===== src/rtl/simplebus_leader_ctrl.sv =====
// Leader-side simplebus controller: turns client read/write requests into the
// two-cycle address phase plus a read-wait or single write-data cycle.
module simplebus_leader_ctrl #(
    parameter int TIMEOUT = 16
) (
    input  logic        clock,
    input  logic        resetN,
    input  logic        req_valid,
    output logic        req_ready,
    input  logic        req_write,
    input  logic [15:0] req_addr,
    input  logic [7:0]  req_wdata,
    output logic        rsp_valid,
    output logic [7:0]  rsp_rdata,
    output logic        rsp_timeout,
    output logic        bus_start,
    output logic        bus_read,
    output logic [7:0]  bus_addr_out,
    output logic        bus_addr_oe,
    output logic [7:0]  bus_data_out,
    output logic        bus_data_oe,
    input  logic [7:0]  bus_data_in,
    output logic        bus_dv_out,
    output logic        bus_dv_oe,
    input  logic        bus_dv_in,
    output logic [2:0]  dbg_state
);

    typedef enum logic [2:0] {
        ST_IDLE   = 3'd0,
        ST_UPPER  = 3'd1,
        ST_LOWER  = 3'd2,
        ST_RDWAIT = 3'd3,
        ST_WRDATA = 3'd4
    } state_t;

    localparam logic [7:0] WAIT_LAST = 8'(TIMEOUT - 1);

    state_t      state;
    logic [15:0] addr_q;
    logic        write_q;
    logic [7:0]  wdata_q;
    logic [7:0]  wait_cnt;

    // A request transfers on a clock edge where req_valid && req_ready; the
    // client holds req_* stable until then. rsp_valid is a one-cycle pulse
    // with no backpressure.
    assign req_ready = (state == ST_IDLE);
    assign dbg_state = state;

    always_ff @(posedge clock or negedge resetN) begin
        if (!resetN) begin
            state       <= ST_IDLE;
            addr_q      <= 16'h0000;
            write_q     <= 1'b0;
            wdata_q     <= 8'h00;
            wait_cnt    <= 8'h00;
            rsp_valid   <= 1'b0;
            rsp_rdata   <= 8'h00;
            rsp_timeout <= 1'b0;
        end else begin
            rsp_valid <= 1'b0;
            case (state)
                ST_IDLE: begin
                    if (req_valid) begin
                        addr_q  <= req_addr;
                        write_q <= req_write;
                        wdata_q <= req_wdata;
                        state   <= ST_UPPER;
                    end
                end
                ST_UPPER: state <= ST_LOWER;
                ST_LOWER: begin
                    wait_cnt <= 8'h00;
                    state    <= write_q ? ST_WRDATA : ST_RDWAIT;
                end
                ST_RDWAIT: begin
                    // dataValid takes priority over a timeout in the same cycle
                    if (bus_dv_in) begin
                        rsp_rdata   <= bus_data_in;
                        rsp_timeout <= 1'b0;
                        rsp_valid   <= 1'b1;
                        state       <= ST_IDLE;
                    end else if (wait_cnt == WAIT_LAST) begin
                        rsp_rdata   <= 8'hFF;
                        rsp_timeout <= 1'b1;
                        rsp_valid   <= 1'b1;
                        state       <= ST_IDLE;
                    end else begin
                        wait_cnt <= wait_cnt + 8'd1;
                    end
                end
                ST_WRDATA: begin
                    rsp_timeout <= 1'b0;
                    rsp_valid   <= 1'b1;
                    state       <= ST_IDLE;
                end
                default: state <= ST_IDLE;
            endcase
        end
    end

    // Bus drive decodes only from state and the latched request.
    always_comb begin
        bus_start    = 1'b0;
        bus_read     = 1'b0;
        bus_addr_out = 8'h00;
        bus_addr_oe  = 1'b0;
        bus_data_out = 8'h00;
        bus_data_oe  = 1'b0;
        bus_dv_out   = 1'b0;
        bus_dv_oe    = 1'b0;
        case (state)
            ST_UPPER: begin
                bus_start    = 1'b1;
                bus_addr_out = addr_q[15:8];
                bus_addr_oe  = 1'b1;
            end
            ST_LOWER: begin
                bus_addr_out = addr_q[7:0];
                bus_addr_oe  = 1'b1;
                bus_read     = ~write_q;
            end
            ST_WRDATA: begin
                bus_data_out = wdata_q;
                bus_data_oe  = 1'b1;
                bus_dv_out   = 1'b1;
                bus_dv_oe    = 1'b1;
            end
            default: ;
        endcase
    end

endmodule


===== config.mk =====
export PLATFORM = sky130hd
export DESIGN_NAME = simplebus_leader_ctrl
export DESIGN_NICKNAME = d
export VERILOG_FILES = /design/src/rtl/simplebus_leader_ctrl.sv
export SDC_FILE = /design/constraint.sdc
export NUM_CORES = 1
export LEC_CHECK = 0
export ABC_CLOCK_PERIOD_IN_PS = 2000
export CORE_MARGIN = 3
export CORE_UTILIZATION = 45
export CTS_CLUSTER_DIAMETER = 30
export CTS_CLUSTER_SIZE = 25
export DETAILED_ROUTE_END_ITERATION = 12
export PLACE_DENSITY = 0.76
export SYNTH_ARGS = -nofsm -noshare
export SYNTH_HDL_FRONTEND = slang
export SYNTH_SLANG_ARGS = --single-unit

===== constraint.sdc =====
create_clock -name clock -period 2 [get_ports clock]
set_input_delay 0.4 -clock clock [delete_from_list [all_inputs] [get_ports clock]]
set_output_delay 0.4 -clock clock [all_outputs]
set_load 0.1 [all_outputs]

==> out/metrics.yaml, run 1 <==
outcome:
  outcome: "finished with violations"
  violations: "setup timing"
route:
  wl_per_cell_um: 18.4
  drt_pass1_iterations: 4
  wl_um: 5550
  vias: 1624
  via_per_inst: 5.40
  drc_errors: 0
  drt_iter0_markers: 69
  final_antenna_net_count: 0
logic_synthesis:
  ys_dominant_reg_cell: "dfrtp_1"
  synth_commonest_cells: "46 x dfrtp_1, 20 x mux2_1, 12 x and2_1"
  yosysMostFrequentCell: "dfrtp_1"
  syn_inst: 160
  synth-edff-count: 0
  syn_nets: 198
  ys_warn_count: 0
  yosysSeqAreaShare_pct: 54.8
  syn-cell-area_sq_mm: 0.00210
  ys_types: 41
  synth_top_area_share_pct: 54.8
  ys_ff_latch: 46
  syn_area_per_cell_sq_um: 13.1
  synth_top_cell_by_area: "dfrtp_1"
  synth_area_leaders: "dfrtp_1 55%, mux2_1 11%, o22a_1 3.8%"
  synthArstFlopShare_pct: 100
floorplan:
  initial_core_util_pct: 47.2
  dieHeight_um: 74.3
  fp.coreArea_sq_mm: 0.00444
  fp-row-count: 24
  fp.dieW_um: 74.3
  die-area_sq_mm: 0.00552
  ioPinCount: 73
clocking:
  cts_tree: "built"
  cts_inserted_buffers: 5
  htree_levels: 2
  clock_latency_ns: 0.29
  cts_sinks: 46
  ctsLongestPathBuffers: 2
  clk_pin_slew_ns: 0.08
  cts_root_buf: "clkbuf_8"
worst_setup_path:
  cp-end-kind: "output port"
  cp_max_fo: 8
  startpoint_type: "flop"
  crit_arrival_ns: 1.64
  worstPathRequired_ns: 1.60
  path_class: "reg2out"
timing:
  finalHoldViolCount: 0
  rsz0062_at_grt: "yes"
  fmax_mhz: 490
  setup_ws_ns: -0.0408
  worst_pin_slew_ns: 0.551
  setup_viol: 11
  slew_headroom_pct: 63.3
  fin_worst_skew_ns: 0.00272
  timing.final.crit_share_pct: 102
  slew_violations: 0
  fin_crit_ns: 2.04
place:
  detailed_place_hpwl_um: 4270
  finalWeightedCongestion: 0.846
  placed_area_sq_mm: 0.00328
  io_buffers: 72
global_routing:
  gr-total-overflow: 0
  grt_pass1_vias: 1882
  antenna_found_initial: 0
  grt_max_degree: 25
  grt.total_usage_pct: 22.5
  grt_first_pass_wirelength_um: 9240
finish:
  drive_above_1_share_pct: 39.4
  postLayoutCellArea_sq_mm: 0.00346
  area_growth_pct: 64.6
  num_antenna_cells: 0
  fill_cells: 271
  layout.nets: 287
min_path:
  min_path_type: "in2async"
flow_run:
  max-cap-violations: 0
-- registers in the layout, summed over array words and instances, names as in the netlist --
register / flops
rsp_rdata: 8
rsp_valid: 1
dbg_state: 3
addr_q: 16
write_q: 1
wait_cnt: 8
rsp_timeout: 1
wdata_q: 8
-- path summary, 6_finish.rpt --
path / slack, ns / startpoint / to / cells past startpoint
max: -0.04 / dbg_state[2] / bus_addr_out[5] / 4
min: 0.09 / resetN / wait_cnt[4] / 1
max in group asynchronous: 1.40 / resetN / addr_q[15] / 2
min reg2reg: 0.50 / wdata_q[5] / wdata_q[5] / 1
max reg2reg: 0.18 / wait_cnt[0] / wait_cnt[6] / 5
min in group clock: 0.50 / wdata_q[5] / wdata_q[5] / 1
-- cells by family after synthesis --
logic type / after synthesis / synth area share (%)
fa+ha+maj: 1 / 0.596
mux: 26 / 13.9
simple gates: 41 / 14.0
buf+inv: 11 / 3.34
flops: 46 / 54.8
compound gates: 35 / 13.3
-- per-layer routing --
layer / share of wire [%] / GRT usage [%] / vias to the layer above / wire, um
met1: 38 / 25.8 / 809 / 2110
met2: 56 / 40.0 / 40 / 3080
met4: 1.7 / 7.71 / 0 / 96
met5: 0 / 0 / - / 0
met3: 4.6 / 6.62 / 10 / 256
li1: - / - / 765 / -
-- worst max-delay path, stage by stage (launching register included) --
cell,delay (ns)
dfrtp_4,0.55
nor3b_4,0.29
buf_4,0.20
a22o_4,0.14
buf_12,0.16
-- what timing repair did --
item                                    CTS  global route
setup buffers                             6             1
pin swaps                                 3             4
cloned                                    1             0
endpoints found under the setup margin   22            21
hold buffers                              0             0
gates resized for setup                   8             1
-- stage by stage --
step                cells  hold slack [ns]  setup TNS, ns  setup slack (ns)  utilization [%]
floorplan             160            0.104         -16.27            -0.596                -
global placement      286            0.406              0             0.180             73.8
detailed placement    286            0.413              0             0.102             73.8
CTS                   300           0.0926         -0.657           -0.0764             77.5
global route          301            0.101          -1.54            -0.102             77.8
finish                301           0.0875         -0.298           -0.0408             77.8
-- final cells by class --
type | count | area (sq um) | share of cell area [%]
well taps | 52 | 65.1 | 1.88
repair buffers | 91 | 1130 | 32.7
clock buffers | 7 | 76.3 | 2.21
inverters | 2 | 7.51 | 0.217
multi-input cells | 103 | 1010 | 29.4
flip-flops and latches | 46 | 1160 | 33.6
-- cells in the final DEF, fill, tap and decap left out, types with 6 or more instances in the layout --
cell             instances
a21oi_1                  6
a22o_4                   8
and2_4                   8
buf_12                  28
buf_4                   24
clkdlybuf4s50_1         35
dfrtp_1                 43
mux2_1                  20
o22a_1                   9
Power of run 1 is not shown: default switching activity piles up to over one toggle a cycle in this logic, so the estimate is an artifact.
==> run 2: changes to the inputs <==
- TNS_END_PERCENT: unset -> 30
==> out/metrics.yaml, run 2 (synthesis gave the netlist of run 1 again) <==
place:
  io_buffers: 72
  place_ws_ns: 0.142
  placed_area_sq_mm: 0.00325
  detailed_place_hpwl_um: 4090
  finalWeightedCongestion: 0.763
finish:
  layout.nets: 288
  largest_register_ffs: 16
  final_cell_mix: "43 x dfrtp_1, 35 x clkdlybuf4s50_1, 27 x buf_12"
  postLayoutCellArea_sq_mm: 0.00351
  area_growth_pct: 67.1
  layout_commonest_cell: "dfrtp_1"
  drive_above_1_share_pct: 41.0
  top_register: "addr_q"
  num_antenna_cells: 0
min_path:
  min_path_type: "in2async"
global_routing:
  grt_pass1_vias: 1788
  gr-total-overflow: 0
  grt_first_pass_wirelength_um: 9050
  grt.total_usage_pct: 21.7
  antenna_found_initial: 0
  grt_max_degree: 25
floorplan:
  fp-row-count: 24
  die-area_sq_mm: 0.00552
  ioPinCount: 73
  fp.dieW_um: 74.3
  fp.coreArea_sq_mm: 0.00444
  initial_core_util_pct: 47.2
  dieHeight_um: 74.3
route:
  drt_pass1_iterations: 4
  wl_per_cell_um: 18.2
  drc_errors: 0
  wl_um: 5520
  final_antenna_net_count: 0
  drt_iter0_markers: 79
  via_per_inst: 5.33
  vias: 1614
timing:
  timing.final.crit_share_pct: 101
  fin_worst_skew_ns: 0.00766
  worst_pin_slew_ns: 0.524
  setup_ws_ns: -0.0221
  finalHoldViolCount: 0
  slew_headroom_pct: 65.1
  rsz0062_at_grt: "yes"
  fin_crit_ns: 2.02
  setup_viol: 1
  fmax_mhz: 495
  slew_violations: 0
worst_setup_path:
  startpoint_type: "flop"
  cp_max_fo: 5
  path_class: "reg2out"
  crit_buf_inv: 1
  max_stage_delay_ns: 0.52
  cp-end-kind: "output port"
  crit_chain: "or3b_4, nor2_4, buf_12"
  worst_path_max_delay_cell: "dfrtp_4"
  crit_arrival_ns: 1.62
  crit_family: "simple AND/OR/NAND/NOR gates"
  worstPathRequired_ns: 1.60
clocking:
  htree_levels: 2
  clk_pin_slew_ns: 0.09
  cts_root_buf: "clkbuf_8"
  cts_sinks: 46
  cts_tree: "built"
  ctsLongestPathBuffers: 2
  clock_latency_ns: 0.30
  cts_inserted_buffers: 5
  hold_buffers: 0
outcome:
  violations: "setup timing"
  outcome: "finished with violations"
flow_run:
  max-cap-violations: 0
-- run 2: changes by cell type in the layout (fill, tap and decap cells not counted) --
cell       before  now
buf_4          24   26
bufinv_16       0    2
clkbuf_1        2    0
and2_1          4    3
and2_4          8    9
buf_12         28   27
clkinv_4        0    1
nor3b_2         0    1
nor3b_4         3    2
-- run 2: routing by layer --
metal | wire (um) | up-vias | GRT usage [%]
li1 | - | 765 | -
met2 | 3000 | 38 | 36.9
met3 | 239 | 4 | 5.00
met1 | 2250 | 807 | 27.9
met4 | 36 | 0 | 5.93
met5 | 0 | - | 0
-- run 2: final timing paths --
| kind | slack [ns] | end | startpoint | cells after the start |
|---|---|---|---|---|
| worst max-delay path | -0.02 | bus_read | dbg_state[2] | 3 |
| worst min-delay path | 0.07 | rsp_timeout | resetN | 1 |
| min in group clock | 0.50 | wdata_q[6] | wdata_q[6] | 1 |
| worst min register to register | 0.50 | wdata_q[6] | wdata_q[6] | 1 |
| worst max register to register | 0.10 | wait_cnt[7] | dbg_state[2] | 7 |
| max in group asynchronous | 1.23 | addr_q[4] | resetN | 2 |
-- run 2: worst register-to-register path: cells and delay by family, from the launching register on --
kind,cells,cell delay (ns)
compound gates,3,0.57
buf+inv,3,0.50
flops,1,0.52
simple gates,1,0.23
-- run 2: what timing repair did --
action,CTS,global route
buffers inserted,10,1
resized for setup,5,3
setup endpoints to repair,21,21
pin swaps,1,10
-- run 2: cell type report --
cell class | instances | area (sq um)
flip-flops and latches | 46 | 1160
repair buffers | 92 | 1120
multi-input cells | 103 | 1010
fillers | 255 | 936
clock buffers | 5 | 68.8
clock inverters | 3 | 68.8
well taps | 52 | 65.1
inverters | 2 | 7.51
-- run 2: per-stage QoR --
| step | util, % | TNS, ns | cells | hold slack, ns |
|---|---|---|---|---|
| 6_report | 78.9 | -0.0221 | 303 | 0.0669 |
| 5_1_grt | 78.9 | -0.341 | 303 | 0.0951 |
| 4_1_cts | 78.5 | -0.105 | 302 | 0.0703 |
| 3_5_place_dp | 73.2 | 0 | 284 | 0.399 |
| 3_3_place_gp | 73.2 | 0 | 284 | 0.388 |
| 2_1_floorplan | - | -16.32 | 160 | 0.104 |
Power of run 2 is left out for the same reason.
==> run 3: changes to the inputs <==
- ABC_CLOCK_PERIOD_IN_PS: 2000 -> 2250
- CORE_MARGIN: 3 -> unset
- clock period: 2 -> 2.25 ns (I/O delays scaled with it)
==> out/metrics.yaml, run 3 (synthesis gave the netlist of run 1 again) <==
clocking:
  hold_buffers: 0
  cts_sinks: 46
  cts_inserted_buffers: 5
  ctsResizeCount: 1
  htree_levels: 2
  ctsLongestPathBuffers: 2
  clock_latency_ns: 0.30
  cts_root_buf: "clkbuf_8"
  cts_tree: "built"
  clk_pin_slew_ns: 0.08
  cts_setup_buffers: 0
floorplan:
  die-area_sq_mm: 0.00494
  fp.coreArea_sq_mm: 0.00441
  fp-row-count: 24
  fp.dieW_um: 70.3
  dieHeight_um: 70.3
  ioPinCount: 73
  initial_core_util_pct: 47.6
flow_run:
  max-cap-violations: 0
timing:
  slew_violations: 0
  setup_viol: 0
  timing.final.crit_share_pct: 96.6
  finalHoldViolCount: 0
  slew_headroom_pct: 50.9
  setup_ws_ns: 0.0769
  rsz0062_at_grt: "no"
  worst_pin_slew_ns: 0.737
  fin_worst_skew_ns: 0.00385
  fmax_mhz: 460
  fin_crit_ns: 2.17
finish:
  utilization_pct: 74.7
  num_antenna_cells: 0
  final_cell_mix: "43 x dfrtp_1, 35 x clkdlybuf4s50_1, 24 x buf_12"
  layout_commonest_cell: "dfrtp_1"
  layout.nets: 275
  top_register: "addr_q"
  postLayoutCellArea_sq_mm: 0.00330
  area_growth_pct: 57.1
  drive_above_1_share_pct: 37.0
  largest_register_ffs: 16
global_routing:
  gr-total-overflow: 0
  grt_first_pass_wirelength_um: 8470
  grt.total_usage_pct: 22.2
  grt_pass1_vias: 1743
  antenna_found_initial: 0
  grt_max_degree: 34
outcome:
  outcome: "completed"
worst_setup_path:
  path_class: "reg2out"
  cp_max_fo: 11
  worstPathRequired_ns: 1.80
  startpoint_type: "flop"
  cp-end-kind: "output port"
  crit_arrival_ns: 1.72
route:
  final_antenna_net_count: 0
  drt_pass1_iterations: 4
  drc_errors: 0
  drt_iter0_markers: 65
  vias: 1606
  wl_per_cell_um: 17.3
  via_per_inst: 5.54
  wl_um: 5010
place:
  finalWeightedCongestion: 0.797
  io_buffers: 72
  place_ws_ns: 0.207
  detailed_place_hpwl_um: 3920
  placed_area_sq_mm: 0.00320
min_path:
  min_path_type: "in2async"
run 3: changes by cell type in the layout (fill, tap and decap cells not counted), sizes merged:
cell,delta
bufinv,-2
clkbuf,+2
buf,-13
run 3: area by class of cell:
class	instances	area, sq um
sequential	46	1160
fill	286	1120
timing repair buffer	79	982
clock inverter	1	5.00
clock buffer	7	86.3
multi-input combinational	103	992
tap	52	65.1
inverter	2	7.51
run 3: path summary, 6_finish.rpt:
path                               from              end  slack, ns  cells past startpoint
min in group clock           wdata_q[6]       wdata_q[6]       0.51                      1
max                        dbg_state[0]  bus_data_out[7]       0.08                      4
max in group asynchronous        resetN        addr_q[0]       1.43                      2
min                              resetN        rsp_valid       0.21                      1
max reg2reg                 wait_cnt[0]      wait_cnt[6]       0.36                      5
min reg2reg                  wdata_q[6]       wdata_q[6]       0.51                      1
run 3: metrics by stage:
step	TNS [ns]	hold WS (ns)	std cells
3_3_place_gp	0	0.459	282
5_1_grt	0	0.258	290
3_5_place_dp	0	0.487	282
2_1_floorplan	-8.28	0.154	160
4_1_cts	0	0.222	290
6_report	0	0.211	290
run 3: per-layer routing:
| layer | track usage [%] | share of wire, % | vias to the layer above |
|---|---|---|---|
| met4 | 9.56 | 2.1 | 0 |
| met1 | 28.4 | 41 | 809 |
| li1 | - | - | 732 |
| met3 | 5.92 | 5.9 | 12 |
| met5 | 0 | 0 | - |
| met2 | 35.3 | 51 | 53 |
run 3: critical path, stage by stage (launching register included):
cell and delay, ns:
dfrtp_4 0.55, nor3b_2 0.29, buf_6 0.22, and2_2 0.19
buf_12 0.17
Power of run 3 is left out for the same reason.
